$ cat config.mk
export PLATFORM = sky130hd
export DESIGN_NAME = pipeline_hazard_ctrl
export DESIGN_NICKNAME = d
export VERILOG_FILES = /design/src/rtl/pipeline_hazard_ctrl.sv
export SDC_FILE = /design/constraint.sdc
export NUM_CORES = 1
export LEC_CHECK = 0
export CAP_MARGIN = 20
export CORE_AREA = 2 2 39 41
export DETAILED_ROUTE_END_ITERATION = 8
export DIE_AREA = 0 0 41 43
export GPL_TIMING_DRIVEN = 0
export MAX_ROUTING_LAYER = met4
export PLACE_DENSITY = 0.55
export REMOVE_ABC_BUFFERS = 1
export SLEW_MARGIN = 20
export SYNTH_ARGS = -nofsm -noshare
export SYNTH_HDL_FRONTEND = slang
export SYNTH_SLANG_ARGS = --single-unit
$ cat constraint.sdc
create_clock -name clk -period 2.51 [get_ports clk]
set_input_delay 0.502 -clock clk [delete_from_list [all_inputs] [get_ports clk]]
set_output_delay 0.502 -clock clk [all_outputs]
set_load 0.01 [all_outputs]
$ cat src/rtl/pipeline_hazard_ctrl.sv
// pipeline_hazard_ctrl
//   Hazard controller for the CPU pipeline. Produces per-buffer flush/stall vectors
//   (bit 0 = IF/ID ... bit NUM_BUF-1 = last buffer before WB) from branch, memory,
//   load-use and alert conditions. Holds multi-cycle load-use stalls and a timed
//   alert drain in a small FSM. One instance per core.
//
//   Optional feature macro: HAZARD_PERF_CNT_EN (adds the two perf counter outputs).
//
// Ports
//   clk              in   clock, all state on rising edge
//   rst              in   synchronous active-high reset
//   alert            in   interrupt/exception alert (level)
//   branch_miss      in   branch mispredict resolved this cycle
//   mem_stall        in   memory not ready, freeze pipeline
//   load_hazard      in   load-use dependency detected in decode
//   branch_call_jump in   taken control transfer in decode
//   flush            out  per-buffer flush
//   stall            out  per-buffer stall (hold contents)
//   busy             out  FSM not idle
//   perf_stall_cyc   out  cycles with any stall bit set   (HAZARD_PERF_CNT_EN)
//   perf_flush_evt   out  cycles with any flush bit set   (HAZARD_PERF_CNT_EN)
module pipeline_hazard_ctrl #(
   parameter int unsigned NUM_BUF        = 4,
   parameter int unsigned BR_RESOLVE     = 3,
   parameter int unsigned LD_STALL_DEPTH = 3,
   parameter int unsigned LD_STALL_CYC   = 1,
   parameter int unsigned ALERT_DRAIN    = 2
) (
   input  logic               clk,
   input  logic               rst,
   input  logic               alert,
   input  logic               branch_miss,
   input  logic               mem_stall,
   input  logic               load_hazard,
   input  logic               branch_call_jump,
   output logic [NUM_BUF-1:0] flush,
   output logic [NUM_BUF-1:0] stall,
   output logic               busy
`ifdef HAZARD_PERF_CNT_EN
   ,
   output logic [31:0]        perf_stall_cyc,
   output logic [31:0]        perf_flush_evt
`endif
);

   localparam int unsigned MaxCyc = (LD_STALL_CYC > ALERT_DRAIN) ? LD_STALL_CYC : ALERT_DRAIN;
   localparam int unsigned CntW   = $clog2(MaxCyc + 1);

   function automatic logic [NUM_BUF-1:0] low_mask(input int unsigned n);
      logic [NUM_BUF-1:0] m;
      for (int unsigned i = 0; i < NUM_BUF; i++) m[i] = (i < n);
      return m;
   endfunction

   // One-hot at n; empty when n is past the last buffer (no bubble slot).
   function automatic logic [NUM_BUF-1:0] bit_mask(input int unsigned n);
      logic [NUM_BUF-1:0] m;
      for (int unsigned i = 0; i < NUM_BUF; i++) m[i] = (i == n);
      return m;
   endfunction

   localparam logic [NUM_BUF-1:0] BrMask   = low_mask(BR_RESOLVE);
   localparam logic [NUM_BUF-1:0] LdMask   = low_mask(LD_STALL_DEPTH);
   localparam logic [NUM_BUF-1:0] LdBubble = bit_mask(LD_STALL_DEPTH);
   localparam logic [NUM_BUF-1:0] Buf0     = bit_mask(0);
   localparam logic [NUM_BUF-1:0] AllMask  = low_mask(NUM_BUF);
   localparam logic [CntW-1:0]    LdLoad   = CntW'(LD_STALL_CYC - 1);
   localparam logic [CntW-1:0]    DrLoad   = CntW'(ALERT_DRAIN - 1);
   localparam logic [CntW-1:0]    CntOne   = CntW'(1);

   typedef enum logic [1:0] {StIdle, StLdStall, StDrain} state_e;

   state_e             state_q, state_d;
   logic [CntW-1:0]    cnt_q, cnt_d;
   logic [NUM_BUF-1:0] flush_c, stall_c;

   always_comb begin
      flush_c = '0;
      stall_c = '0;
      state_d = state_q;
      cnt_d   = cnt_q;
      case (state_q)
         StIdle: begin
            if (alert) begin
               flush_c = Buf0;
               if (ALERT_DRAIN > 1) begin
                  state_d = StDrain;
                  cnt_d   = DrLoad;
               end
            end else if (branch_miss) begin
               flush_c = BrMask;
            end else if (mem_stall) begin
               stall_c = AllMask;
            end else if (load_hazard) begin
               stall_c = LdMask;
               flush_c = LdBubble;
               if (LD_STALL_CYC > 1) begin
                  state_d = StLdStall;
                  cnt_d   = LdLoad;
               end
            end else if (branch_call_jump) begin
               flush_c = Buf0;
            end
         end
         StLdStall: begin
            if (alert) begin
               flush_c = Buf0;
               state_d = (ALERT_DRAIN > 1) ? StDrain : StIdle;
               cnt_d   = DrLoad;
            end else if (branch_miss) begin
               flush_c = BrMask;
               state_d = StIdle;
               cnt_d   = '0;
            end else if (mem_stall) begin
               stall_c = AllMask;
            end else begin
               stall_c = LdMask;
               flush_c = LdBubble;
               if (cnt_q <= CntOne) begin
                  state_d = StIdle;
                  cnt_d   = '0;
               end else begin
                  cnt_d = cnt_q - CntOne;
               end
            end
         end
         StDrain: begin
            flush_c = Buf0;
            if (alert) begin
               cnt_d = DrLoad;
            end else if (mem_stall && !branch_miss) begin
               // Buffer 0 keeps draining while the rest of the pipe is frozen.
               stall_c = AllMask & ~Buf0;
            end else begin
               if (branch_miss) flush_c = flush_c | BrMask;
               if (cnt_q <= CntOne) begin
                  state_d = StIdle;
                  cnt_d   = '0;
               end else begin
                  cnt_d = cnt_q - CntOne;
               end
            end
         end
         default: begin
            state_d = StIdle;
            cnt_d   = '0;
         end
      endcase
      // Flush takes precedence on any shared bit.
      stall_c = stall_c & ~flush_c;
   end

   always_comb begin
      flush = rst ? '0 : flush_c;
      stall = rst ? '0 : stall_c;
      busy  = !rst && (state_q != StIdle);
   end

   always_ff @(posedge clk) begin
      if (rst) begin
         state_q <= StIdle;
         cnt_q   <= '0;
      end else begin
         state_q <= state_d;
         cnt_q   <= cnt_d;
      end
   end

`ifdef HAZARD_PERF_CNT_EN
   logic [31:0] perf_stall_q, perf_flush_q;

   always_ff @(posedge clk) begin
      if (rst) begin
         perf_stall_q <= '0;
         perf_flush_q <= '0;
      end else begin
         if (|stall && (perf_stall_q != 32'hFFFF_FFFF)) perf_stall_q <= perf_stall_q + 32'd1;
         if (|flush && (perf_flush_q != 32'hFFFF_FFFF)) perf_flush_q <= perf_flush_q + 32'd1;
      end
   end

   always_comb begin
      perf_stall_cyc = rst ? '0 : perf_stall_q;
      perf_flush_evt = rst ? '0 : perf_flush_q;
   end
`endif

endmodule

==> metrics, run 1 <==
Die Width 41 µm; Skew-Pair Late Insertion Delay 0.23 ns; fillers 151; #FFs+latches synth 4; Slew @ Worst Pin 0.2887 ns; CP bufs+invs 2; fmax 417.0 MHz; Worst path most repeated cell clkdlybuf4s50_1; Critical Path Start load_hazard; root buffer cell clkbuf_4; most common flop cell mapped by yosys dfxtp_1; worst r2r dst cnt_q[0]; DR iter-0 viols 1; asr flop ratio synth 0; HP Class register to register; CTS Hold Buffers Added 0; # port buffers 15; final setup fails 0; DRC Markers 0; DP Area 450.4 µm²; router iterations before antenna repair 2; maxcap violations 0; commonest non-fill, non-tap cell in the layout nor2_1; Slew headroom 0.8057; H-tree depth 1; Die Area 1763 µm²; routed wire length 828 µm; Tcrit/Tclk final 0.9554; GR Util All Layers 0.1182; critical path class input pin to output port; largest net degree at the start of global routing 10; CTS Sinks 4; Final Max Tran Viols 0; CP Capture Point flush[0]; CP cell instances clkdlybuf4s50_1 -> nor3_2 -> nand3b_1 -> o21ai_0 -> clkdlybuf4s50_1; Rows 14; starting density of the core 0.2242; count of non-filler cells in the finished layout 77; number of synthesized flops with an enable pin 0; pwr/cell area 377.2 nW/µm²; most frequent cells in the layout nor2_1, o21ai_0, dlygate4sd2_1, clkdlybuf4s50_1, dlymetal6s2s_1; DIE HEIGHT 43 µm; Clock transition at path regs 0.03 ns; initial antenna violation count 0; CTS tree built; Area Growth Syn to Fin 66.53%; RSZ-0062 raised after global routing no; Worst Path Arrival 1.90 ns; LEAKAGE 0.2739 nW; final hold violation count 0; share of layout cells above drive strength 1 0.1639; sequential share of the synthesized area 0.2581; Nets 70; Crit path depth 5; CP max-delay cell clkdlybuf4s50_1; Synth Cell Area 310.3 µm²; Num CTS Buffers 3; total negative slack 0 ns; CP top delay family buffers and inverters; Worst EP required 2.01 ns; Syn Inst Count 43; Worst Path Max Fanout 2; Via-to-Cell Ratio 4.597; Reg2Reg Depth 3; synth unique cells 20; min Tclk post-route 2.398 ns; Worst IR Drop VDD 0.0003789 V; CP endpoint kind output port; gr ovfl total 0; first-pass GRT wire length 1421 µm; Ports 16; vias post-DR 354; WL/cell 10.75 µm; worst reg2reg startpoint state_q[0]; outcome complete, no violations; GPL Wtd Cong 0.7306; vias in the first global route 330; Syn Area/Cell 7.216 µm²; clock buffer depth 2; Clock Skew 0.003080 ns; crit start category input pin; # diodes 0; Worst path max stage delay 0.56 ns; Core Box Area 1384 µm²; final design utilization 0.3734; ANT nets after route 0; Synth Warn # 0; post-route cell area 516.7 µm²; placed insts 70; DP Wirelength 631.9 µm; R2R setup slack 1.31 ns
[cell type report]
class / count / area, µm² / area share
clock buffer: 3 / 22.52 / 0.04358
inverter: 2 / 7.507 / 0.01453
multi-input combinational: 33 / 200.2 / 0.3874
sequential: 4 / 80.08 / 0.1550
tap: 16 / 20.02 / 0.03874
timing repair buffer: 19 / 186.4 / 0.3608
[worst min path at each step]
stage                     startpoint       end  slack [ns]  depth (start not counted)
after floorplan             cnt_q[1]  cnt_q[1]        0.43                          2
after CTS                   cnt_q[1]  cnt_q[1]        0.47                          2
final                       cnt_q[1]  cnt_q[1]        0.47                          2
after detailed placement    cnt_q[1]  cnt_q[1]        0.47                          2
after global placement      cnt_q[1]  cnt_q[1]        0.47                          2
after global routing        cnt_q[1]  cnt_q[1]        0.49                          2
[routing by layer]
metal | track usage | part of all wire | vias to the layer above
met5 | - | 0 | -
met4 | 0 | 0 | 0
met3 | 0.06283 | 0.043 | 0
met2 | 0.1688 | 0.50 | 6
met1 | 0.1571 | 0.45 | 158
li1 | - | - | 190
[logic make-up (layout without fill, tap and decap cells)]
kind of cell / Yosys count / after routing / synth area share
AOI/OAI and AO/OA: 12 / 12 / 0.2621
buffers and inverters: 6 / 24 / 0.1210
and+or+nand+nor: 20 / 20 / 0.3227
adders and majority gates: 1 / 1 / 0.03629
DFF: 4 / 4 / 0.2581
[state kept, by name, summed over array words and instances (netlist names)]
signal,flops
state_q,2
cnt_q,2
[power breakdown]
group	internal, mW	switching (mW)
clock network	0.0533	0.0244
registers	0.0662	0.00282
logic	0.0272	0.0210
[per-stage QoR]
step | hold WS, ns | setup slack, ns | total power, mW
after floorplan | 0.4322 | 0.7177 | 0.08835
after global placement | 0.4656 | -0.07786 | 0.1159
after detailed placement | 0.4687 | -0.08051 | 0.1158
after CTS | 0.4749 | 0.001356 | 0.1958
after global routing | 0.4934 | 0.03558 | 0.2089
final | 0.4726 | 0.1121 | 0.1949
[Yosys cell counts, drive strengths merged (2+ instances only)]
| master | n | area share |
|---|---|---|
| inv | 2 | 0.024 |
| buf | 4 | 0.097 |
| nor3 | 4 | 0.065 |
| nor2 | 7 | 0.085 |
| a21oi | 2 | 0.032 |
| nand2b | 2 | 0.040 |
| nand2 | 2 | 0.024 |
| o21ai | 5 | 0.081 |
| dfxtp | 4 | 0.26 |
[timing repair]
action / 4_1_cts / 5_1_grt
setup buffers: 0 / 4
endpoints found under the setup margin: 7 / 4
pin swaps: 0 / 2
gates resized for setup: 7 / 5
[worst register-to-register path, stage by stage (launching register included)]
cell       delay, ns
dfxtp_1         0.47
nor2_1          0.11
o41a_1          0.43
o2bb2ai_1       0.13
No activity file was read; power rests on OpenSTA's default activity.
==> inputs of run 2 (changes only) <==
Settings changed: RECOVER_POWER from default to 50.
Clock period 2.51 ns to 2.8 ns, I/O delays scaled along.
==> metrics, run 2 (same netlist as run 1, synthesis figures left out) <==
CP max-delay cell clkdlybuf4s50_1; Area Growth Syn to Fin 54.84%; router iterations before antenna repair 2 (unchanged); DRC Markers 0 (unchanged); sw frac 0.2455 (-0.001828); CP top delay family buffers and inverters; combinational share of power 0.241 (-0.006); Die Area 1763 µm² (unchanged); DIE HEIGHT 43 µm (unchanged); WL/cell 10.96 µm (+1.9%); commonest non-fill, non-tap cell in the layout clkdlybuf4s50_1; vias in the first global route 333 (+0.91%); first-pass GRT wire length 1435 µm (+0.99%); DR iter-0 viols 2 (+1); Nets 66 (-5.7%); WHS 0.4738 ns (+0.001171 ns); CP cell instances clkdlybuf4s50_1 -> nor2_1 -> a2bb2oi_1 -> nor4_1 -> clkdlybuf4s50_1; critical path class input pin to output port; Ports 16 (unchanged); starting density of the core 0.2242 (unchanged); share of layout cells above drive strength 1 0.1053 (-0.05867); crit start category input pin; Num CTS Buffers 3 (unchanged); Sw Pwr 0.04255 mW (-12%); maxcap violations 0 (unchanged); clock share of power 0.402 (+0.003); cell-internal power 0.1308 mW (-11%); placed insts 70 (unchanged); Worst path max stage delay 0.61 ns (+0.05 ns); Slew headroom 0.7801 (-0.02569); CTS Sinks 4 (unchanged); top flop regs cnt_q (2), state_q (2); Worst path most repeated cell clkdlybuf4s50_1; ANT nets after route 0 (unchanged); RSZ-0062 raised after global routing yes; CP bufs+invs 2 (unchanged); pwr/cell area 360.7 nW/µm² (-4.4%); min Tclk post-route 2.687 ns; Rows 14 (unchanged); Via-to-Cell Ratio 4.644 (+1.0%); CTS tree built; final setup fails 0 (unchanged); Die Width 41 µm (unchanged); Final Max Tran Viols 0 (unchanged); CP endpoint kind output port; # port buffers 15 (unchanged); LEAKAGE 0.1729 nW (-37%); H-tree depth 1 (unchanged); Core Box Area 1384 µm² (unchanged); Worst IR Drop VDD 0.0003398 V (-10%); GPL Wtd Cong 0.7306 (unchanged); initial antenna violation count 0 (unchanged); Design Power 0.1733 mW (-11%); HP Class register to register; final hold violation count 0 (unchanged); largest net degree at the start of global routing 10 (unchanged); total negative slack 0 ns (unchanged); post-route cell area 480.5 µm² (-7.0%); Slew @ Worst Pin 0.3269 ns (+0.03819 ns); count of non-filler cells in the finished layout 73 (-5.2%); fmax 372.1 MHz; clock buffer depth 2 (unchanged); Skew-Pair Late Insertion Delay 0.23 ns (about the same); DP Area 450.4 µm² (unchanged); Clock Skew 0.003080 ns (-0.0000002400 ns); gr ovfl total 0 (unchanged); root buffer cell clkbuf_4; vias post-DR 339 (-4.2%); # diodes 0 (unchanged); Reg power frac 0.357 (+0.003); Worst EP required 2.24 ns (+0.23 ns); fillers 151 (unchanged); Tcrit/Tclk final 0.9597; GR Util All Layers 0.1192 (+0.001028); most frequent cells in the layout clkdlybuf4s50_1, nor2_1, o21ai_0, dfxtp_1; Worst Path Max Fanout 2 (unchanged); Worst Path Arrival 2.13 ns (+0.23 ns); Clock transition at path regs 0.03 ns (about the same); DP Wirelength 631.9 µm (unchanged); routed wire length 800 µm (-3.4%); outcome complete, no violations; CTS Hold Buffers Added 0 (unchanged)
[run 2: changes by cell type in the layout (fill, tap and decap cells not counted)]
cell	previous run	this run
buf_4	4	0
clkdlybuf4s50_1	5	15
dlygate4sd2_1	5	0
dlymetal6s2s_1	5	0
[run 2: per-stage QoR]
| stage | utilization | setup WS, ns |
|---|---|---|
| floorplan | - | 0.8917 |
| global placement | 0.3255 | 0.09614 |
| detailed placement | 0.3255 | 0.09349 |
| CTS | 0.3418 | 0.08948 |
| global route | 0.3472 | -0.008086 |
| finish | 0.3472 | 0.1128 |
[run 2: repair_timing]
item                                    CTS  global route
endpoints found under the setup margin    0             2
setup buffers                             0             0
gates resized for setup                   0             2
[run 2: layer usage]
layer / routed length (µm) / track usage
met1: 367 / 0.1603
met2: 396 / 0.1688
met4: 0 / 0
met3: 36 / 0.06283
met5: 0 / -
[run 2: final cells by class]
class,instances,area [µm²],share of cell area
Multi-Input combinational cell,33,200.2,0.4167
Clock buffer,3,22.52,0.04687
Timing Repair Buffer,15,150.1,0.3125
Inverter,2,7.507,0.01562
Sequential cell,4,80.08,0.1667
Tap cell,16,20.02,0.04167
[run 2: power groups by stage]
stage | clock network [mW] | logic, mW | registers, mW
after detailed placement | 0 | 0.0411 | 0.0627
final | 0.0697 | 0.0417 | 0.0619
after floorplan | 0 | 0.0173 | 0.0619
after global placement | 0 | 0.0411 | 0.0628
after global routing | 0.0778 | 0.0458 | 0.0623
after CTS | 0.0737 | 0.0412 | 0.0618
[run 2: worst register-to-register path, delay by kind of cell (launching register included)]
kind / cells / cell delay (ns)
simple gates: 1 / 0.11
flops: 1 / 0.47
compound gates: 2 / 0.56
[run 2: worst paths after layout]
path	start	to	slack (ns)	cells past startpoint
hold / removal	cnt_q[1]	cnt_q[1]	0.47	2
hold reg to reg	cnt_q[1]	cnt_q[1]	0.47	2
setup / recovery	load_hazard	stall[2]	0.11	5
setup reg to reg	state_q[0]	cnt_q[0]	1.59	3
==> inputs of run 3 (changes only) <==
Settings changed: CAP_MARGIN 20 to default.
==> results of run 3 <==
Same layout as run 2: the final DEF is identical, and so are final timing and power.
